<file path="src/rtl/itran_4x4.sv">
// rtl/itran_4x4.sv - inverse 4x4 integer transform, two-stage valid/ready pipeline
// Purpose: reconstructs 16 signed residuals from 16 dequantised coefficients.
//   Stage 1 registers the row (horizontal) inverse pass. Stage 2 runs the column
//   (vertical) inverse pass, optional (x+32)>>>6 rounding and saturation, then
//   registers the residuals.
// Ports:
//   clk, reset            clock; synchronous active-high reset
//   enable                global advance enable, low freezes every register
//   in_valid, in_ready    input block handshake (in_ready = advance condition)
//   coeffs[15:0]          signed coefficients, index 4*row+col
//   out_valid, out_ready  output block handshake
//   residuals[15:0]       signed saturated residuals, index 4*row+col
//   sat                   at least one residual of the current output block clipped
module itran_4x4 #(
  parameter int IN_MSB  = 15,
  parameter int OUT_MSB = 8,
  parameter int ROUND   = 1
) (
  input  logic             clk,
  input  logic             reset,
  input  logic             enable,
  input  logic             in_valid,
  output logic             in_ready,
  input  logic [IN_MSB:0]  coeffs    [15:0],
  output logic             out_valid,
  input  logic             out_ready,
  output logic [OUT_MSB:0] residuals [15:0],
  output logic             sat
);

  // Each 1-D pass grows the dynamic range by at most 3.5x, so two bits per pass.
  localparam int W1 = IN_MSB + 3;
  localparam int W2 = IN_MSB + 5;

  localparam logic signed [W2-1:0] RND  = W2'(32);
  localparam logic signed [W2-1:0] YMAX = W2'((1 << OUT_MSB) - 1);
  localparam logic signed [W2-1:0] YMIN = ~YMAX;

  // 1-D inverse kernel, results packed as {f3,f2,f1,f0}.
  function automatic logic [4*W1-1:0] kern1(input logic signed [W1-1:0] a0, a1, a2, a3);
    logic signed [W1-1:0] e0, e1, e2, e3;
    e0 = a0 + a2;
    e1 = a0 - a2;
    e2 = (a1 >>> 1) - a3;
    e3 = a1 + (a3 >>> 1);
    return {e0 - e3, e1 - e2, e1 + e2, e0 + e3};
  endfunction

  function automatic logic [4*W2-1:0] kern2(input logic signed [W2-1:0] a0, a1, a2, a3);
    logic signed [W2-1:0] e0, e1, e2, e3;
    e0 = a0 + a2;
    e1 = a0 - a2;
    e2 = (a1 >>> 1) - a3;
    e3 = a1 + (a3 >>> 1);
    return {e0 - e3, e1 - e2, e1 + e2, e0 + e3};
  endfunction

  logic                    adv;
  logic                    s1_valid;
  logic signed [W1-1:0]    h_d  [15:0];
  logic signed [W1-1:0]    h_q  [15:0];
  logic signed [W2-1:0]    v_d  [15:0];
  logic [OUT_MSB:0]        r_d  [15:0];
  logic [15:0]             clip;

  assign adv      = enable && (!out_valid || out_ready);
  assign in_ready = adv;

  // Row pass: h[4r+k] = fk of coeffs[4r..4r+3].
  for (genvar r = 0; r < 4; r++) begin : g_row
    logic [4*W1-1:0] f;
    assign f = kern1(W1'($signed(coeffs[4*r])),   W1'($signed(coeffs[4*r+1])),
                     W1'($signed(coeffs[4*r+2])), W1'($signed(coeffs[4*r+3])));
    for (genvar k = 0; k < 4; k++) begin : g_k
      assign h_d[4*r+k] = $signed(f[k*W1 +: W1]);
    end
  end

  // Column pass: v[4k+c] = fk of h[c], h[4+c], h[8+c], h[12+c].
  for (genvar c = 0; c < 4; c++) begin : g_col
    logic [4*W2-1:0] f;
    assign f = kern2(W2'(h_q[c]), W2'(h_q[4+c]), W2'(h_q[8+c]), W2'(h_q[12+c]));
    for (genvar k = 0; k < 4; k++) begin : g_k
      assign v_d[4*k+c] = $signed(f[k*W2 +: W2]);
    end
  end

  // Rounding and saturation per residual.
  for (genvar i = 0; i < 16; i++) begin : g_out
    logic signed [W2-1:0] y;
    logic                 hi, lo;
    assign y       = (ROUND != 0) ? ((v_d[i] + RND) >>> 6) : v_d[i];
    assign hi      = y > YMAX;
    assign lo      = y < YMIN;
    assign clip[i] = hi || lo;
    assign r_d[i]  = hi ? YMAX[OUT_MSB:0] : (lo ? YMIN[OUT_MSB:0] : y[OUT_MSB:0]);
  end

  always_ff @(posedge clk) begin
    if (reset) begin
      s1_valid  <= 1'b0;
      out_valid <= 1'b0;
      sat       <= 1'b0;
      h_q       <= '{default: '0};
      residuals <= '{default: '0};
    end else if (adv) begin
      // Data registers advance even for bubbles; out_valid qualifies them.
      s1_valid  <= in_valid;
      h_q       <= h_d;
      out_valid <= s1_valid;
      residuals <= r_d;
      sat       <= |clip;
    end
  end

endmodule

</file>
<file path="config.mk">
export PLATFORM = sky130hd
export DESIGN_NAME = itran_4x4
export DESIGN_NICKNAME = d
export VERILOG_FILES = /design/src/rtl/itran_4x4.sv
export SDC_FILE = /design/constraint.sdc
export NUM_CORES = 2
export LEC_CHECK = 0
export CORE_MARGIN = 10
export CORE_UTILIZATION = 40
export DETAILED_ROUTE_END_ITERATION = 6
export PLACE_DENSITY_LB_ADDON = 0.2
export SLEW_MARGIN = 20
export SYNTH_ARGS = -nofsm -noshare
export SYNTH_HDL_FRONTEND = slang
export SYNTH_SLANG_ARGS = --single-unit
</file>
<file path="constraint.sdc">
create_clock -name clk -period 6.4 [get_ports clk]
set_clock_uncertainty 0.15 [all_clocks]
set_input_delay 0.64 -clock clk [delete_from_list [all_inputs] [get_ports clk]]
set_output_delay 0.64 -clock clk [all_outputs]
set_load 0.01 [all_outputs]
</file>
# Word-level counts from Yosys, hierarchy flattened
# Index checks and enable logic that the tools add are counted.
[classes]
n_reduce_logical = 20
magnitude_cmp = 32
addsub = 80
n_mux = 32
[op_table]
columns = ["op", "n"]
rows = [
  ["adder 20 x 7 -> 20 bit (second input constant)", 16],
  ["2-to-1 mux 9 bit", 32],
  ["> comparator 14 x 9 -> 1 bit (second input constant)", 16],
  ["< comparator 14 x 9 -> 1 bit (second input constant)", 16],
  ["adder 19 x 19 -> 20 bit", 8],
  ["subtractor 19 x 19 -> 20 bit", 8],
  ["adder 17 x 17 -> 18 bit", 8],
  ["subtractor 17 x 17 -> 18 bit", 8],
  ["adder 18 x 17 -> 19 bit", 4],
  ["adder 18 x 18 -> 19 bit", 4],
  ["subtractor 17 x 18 -> 19 bit", 4],
  ["subtractor 18 x 18 -> 19 bit", 4],
  ["adder 16 x 15 -> 17 bit", 4],
  ["adder 16 x 16 -> 17 bit", 4],
  ["subtractor 15 x 16 -> 17 bit", 4],
  ["subtractor 16 x 16 -> 17 bit", 4],
  ["logical OR 1 bit", 17],
  ["OR reduction 16 bit", 1],
  ["logical AND 1 bit", 1],
  ["zero test 1 bit", 1],
]
[totals]
regBits = 435

# Logic depth before layout (Yosys ltp)
[depth]
depth_word = 6
mapped_depth = 31
mapped_depth_nobuf = 30

# Worst setup path after synthesis
# No wires, ideal clock.
[synth_path]
kind = "flip-flop to flip-flop"
from = "register h_q[109] (netlist name)"
to = "register sat"
path_slack_ns = 0.600
stages_incl_launch_ff = 30
n_path_buf = 0
arrival_ns = 5.529
t_required_ns = 6.129
cell_sequence = "dfxtp_1 -> inv_1 -> ha_1 -> fa_1 -> nor2b_1 -> o21ai_0 -> a21boi_0 -> o21ai_0 -> a21boi_0 -> o21ai_0 -> a21boi_0 -> nor3_1 -> o21ai_0 -> a31oi_1 -> o21a_1 -> xor2_1 -> ha_1 -> ha_1 -> a21o_1 -> nand2_1 -> nand2b_1 -> or3_1 -> o211ai_1 -> a211oi_1 -> nor2_1 -> or4b_2 -> a21boi_0 -> nand4b_1 -> nor4_1 -> nor2_1"
[synth_between]
elab_chain_len = 6
[synth_rtl]
columns = ["element", "line", "text"]
rows = [
  ["from (decl)", "61", "logic signed [W1-1:0] h_q [15:0];"],
  ["from (signal assigned)", "104", "h_q <= '{default: '0};"],
  ["from (signal assigned)", "109", "h_q <= h_d;"],
  ["adder 18 x 17 -> 19 bit or subtractor 17 x 18 -> 19 bit (tied branches)", "54, 53", ""],
  ["adder 19 x 19 -> 20 bit or subtractor 19 x 19 -> 20 bit (tied branches)", "55", "return {e0 - e3, e1 - e2, e1 + e2, e0 + e3};"],
  ["adder 20 x 7 -> 20 bit", "92", "assign y = (ROUND != 0) ? ((v_d[i] + RND) >>> 6) : v_d[i];"],
  ["> comparator 14 x 9 -> 1 bit or < comparator 14 x 9 -> 1 bit (tied branches)", "93, 94", ""],
  ["logical OR 1 bit", "95", "assign clip[i] = hi || lo;"],
  ["OR reduction 16 bit (*)", "112", "sat <= |clip;"],
  ["to (signal assigned)", "112", ""],
  ["to (decl)", "28", "output logic sat"],
]
# Mark *: on every way between the ends. The rest lies on a longest branch, timed or not.
# A chain may end at the register's enable or synchronous reset.

# Worst setup path after layout
[layout_path]
from = "register h_q[253] (netlist name)"
to = "register sat"
# Same word-level chain as after synthesis.

==> flow_summary.json <==
{
  "setup_violations": 0,
  "slew_viol_final": 0,
  "reg2reg_to": "sat",
  "crit_path_start": "h_q[253]",
  "die_h_um": 422,
  "synth_cell_type_count": 100,
  "cp_slowest_cell": "fa_1",
  "slowest_delay_ps": 410,
  "dr.pass1.iters": 6,
  "layout-drive-gt1-share_pct": 9.69,
  "io_pins": 408,
  "cts-root-buf": "clkbuf_16",
  "drt_wl_total_um": 254000,
  "synth_edf_count": 0,
  "nFillCells": 16164,
  "wl_per_cell_um": 22.0,
  "die_area_mm2": 0.178,
  "outcome": "complete, no violations",
  "dp_hpwl_um": 219000,
  "hp-class": "flop to flop",
  "min_period_over_period_pct": 97.1,
  "coreArea_mm2": 0.161,
  "grt_usage_pct": 27.0,
  "synthToLayoutAreaGrowth_pct": 19.7,
  "reg2reg_from": "h_q[253]",
  "io_buffers": 407,
  "ys_ff_latch": 427,
  "die_w_um": 422,
  "worst-r2r-setup-slack_ps": 190,
  "regArea_mm2": 0.00856,
  "netlist_instances": 8638,
  "cts_sinks": 427,
  "crit_path_end_kind": "flop",
  "yosys_warnings": 0,
  "synth_area_leaders": "ha_1 27%, dfxtp_1 13%, xnor2_1 7.2%",
  "drv_cap": 0,
  "crit_top_cell": "a21oi_2",
  "synth_top_area_cell": "ha_1",
  "syn-num-nets": 10319,
  "async_reset_ff_share_pct": 0,
  "grt_overflow": 0,
  "nets": 11036,
  "fin_crit_ps": 6210,
  "vias": 63484,
  "syn_avg_cell_area_um2": 7.49,
  "ff2ff_path_depth": 27,
  "clkTransAtPathRegs_ps": 70,
  "initial_core_util_pct": 40.3,
  "drt_iter0_markers": 5218,
  "post_dp_cell_area_mm2": 0.0744,
  "cp_max_fo": 3,
  "criticalPathCategory": "flop to flop",
  "grt_setup_unrepaired": "yes",
  "cts_tree": "built",
  "yosysMostFrequentCell": "ha_1",
  "synth_ff_type": "dfxtp_1",
  "htreeDepth": 2,
  "drc": 0,
  "grt_max_degree": 142,
  "worstMarginPinSlew_ps": 1080,
  "cp.required_ps": 6820,
  "synth_common_cells": "1,372 x ha_1, 1,133 x inv_1, 865 x a21oi_1",
  "endpoint": "sat",
  "seq_area_frac_synth_pct": 13.2,
  "startpoint_type": "flop",
  "synth_top_area_share_pct": 26.5,
  "ant_nets": 0,
  "finalInstanceArea_mm2": 0.0775,
  "routed_via_density": 5.49,
  "grt_pass1_wl_um": 375000,
  "first_global_vias": 60032,
  "crit_arrival_ps": 6630,
  "place_congestion": 1.01,
  "fmax_mhz": 161,
  "rows": 147,
  "clk_latency_ps": 710,
  "antenna_found_initial": 15,
  "syn_area_mm2": 0.0647,
  "clockBufferDepth": 3,
  "final_hold_viol_count": 0,
  "slew_headroom_pct": 27.7,
  "numCtsBuffers": 56,
  "multi_input_area_mm2": 0.0520
}
==> through the flow <==
step | TNS [ps] | setup slack [ps] | utilization, % | std cells | hold WS (ps)
finish | 0 | 187 | 48.2 | 11565 | 312
global route | -434 | -125 | 48.2 | 11561 | 333
CTS | -13.6 | -13.6 | 47.6 | 11550 | 317
detailed placement | -3290 | -353 | 46.3 | 11446 | 308
global placement | -1990 | -293 | 46.3 | 11446 | 295
floorplan | 0 | 600 | - | 8638 | 287
==> cell usage in the layout, fill, tap and decap left out, drive strengths merged, types with 28 or more instances in the layout <==
cell type / count
and2: 39
a31oi: 57
nor3: 172
a21o: 146
clkbuf: 67
nand4: 28
o211ai: 29
xnor2: 533
o41ai: 49
a21oi: 867
xor2: 231
o31ai: 43
fa: 48
a211oi: 157
or2: 59
inv: 1141
nor4: 37
nand2: 561
a211o: 33
o21ai: 510
o21bai: 171
nand2b: 110
o21a: 63
dfxtp: 427
or3: 73
clkdlybuf4s50: 406
ha: 1372
buf: 500
and3: 79
a21boi: 61
nor2: 650
nor2b: 106
nand3: 146
==> logic make-up (layout without fill, tap and decap cells) <==
logic type / after synthesis / after routing / share of synthesized area [%]
and+or+nand+nor: 2152 / 2152 / 15.8
DFF: 427 / 427 / 13.2
AOI/OAI and AO/OA: 2467 / 2467 / 24.2
adders and majority gates: 1420 / 1420 / 28.0
other: 0 / 5 / 0
xor gates and xnor gates: 764 / 764 / 10.3
buffers and inverters: 1381 / 2143 / 8.05
muxes: 27 / 27 / 0.435
==> final cells by class <==
class	count	share of cell area, %
Multi-Input combinational cell	6830	67.1
Sequential cell	427	11.0
Timing Repair Buffer	906	10.3
Inverter	1134	5.51
Tap cell	2160	3.49
Clock buffer	67	1.97
Clock inverter	36	0.641
Antenna cell	5	0.0161
==> critical path, delay by kind of cell, from the launching register on <==
| kind | cells | cell delay (ps) |
|---|---|---|
| AO/OA/AOI/OAI | 13 | 2600 |
| AND/OR/NAND/NOR | 6 | 1080 |
| buffers and inverters | 2 | 330 |
| multiplexers | 1 | 310 |
| flip-flops | 1 | 310 |
| adder cells (fa/ha/maj) | 4 | 1100 |
| XOR/XNOR | 1 | 240 |
==> metal layers <==
layer | track usage, % | part of all wire [%]
met5 | 0 | 0.027
met4 | 7.89 | 3.4
met3 | 4.40 | 7.1
met2 | 41.5 | 42
met1 | 38.4 | 48
==> timing repair <==
item | in CTS | in global routing
setup buffers | 1 | 10
setup endpoints to repair | 34 | 133
gates resized for setup | 33 | 251
cloned | 0 | 0
pin swaps | 4 | 71
hold buffers | 0 | 0
==> flip-flops by register name, summed over array words and instances (netlist names) <==
signal,flops
h_q,280
s1_valid,1
residuals,144
out_valid,1
sat,1
==> worst min-delay path by stage <==
stage,cells past startpoint,from,endpoint
3_5_place_dp,2,s1_valid,s1_valid
4_1_cts,2,s1_valid,s1_valid
5_1_grt,2,s1_valid,s1_valid
2_1_floorplan,2,s1_valid,s1_valid
6_report,2,s1_valid,s1_valid
3_3_place_gp,2,s1_valid,s1_valid
Power is left out: the tool's default activity adds up to more than one toggle a clock period on the data nets, which glitch-free logic cannot reach.
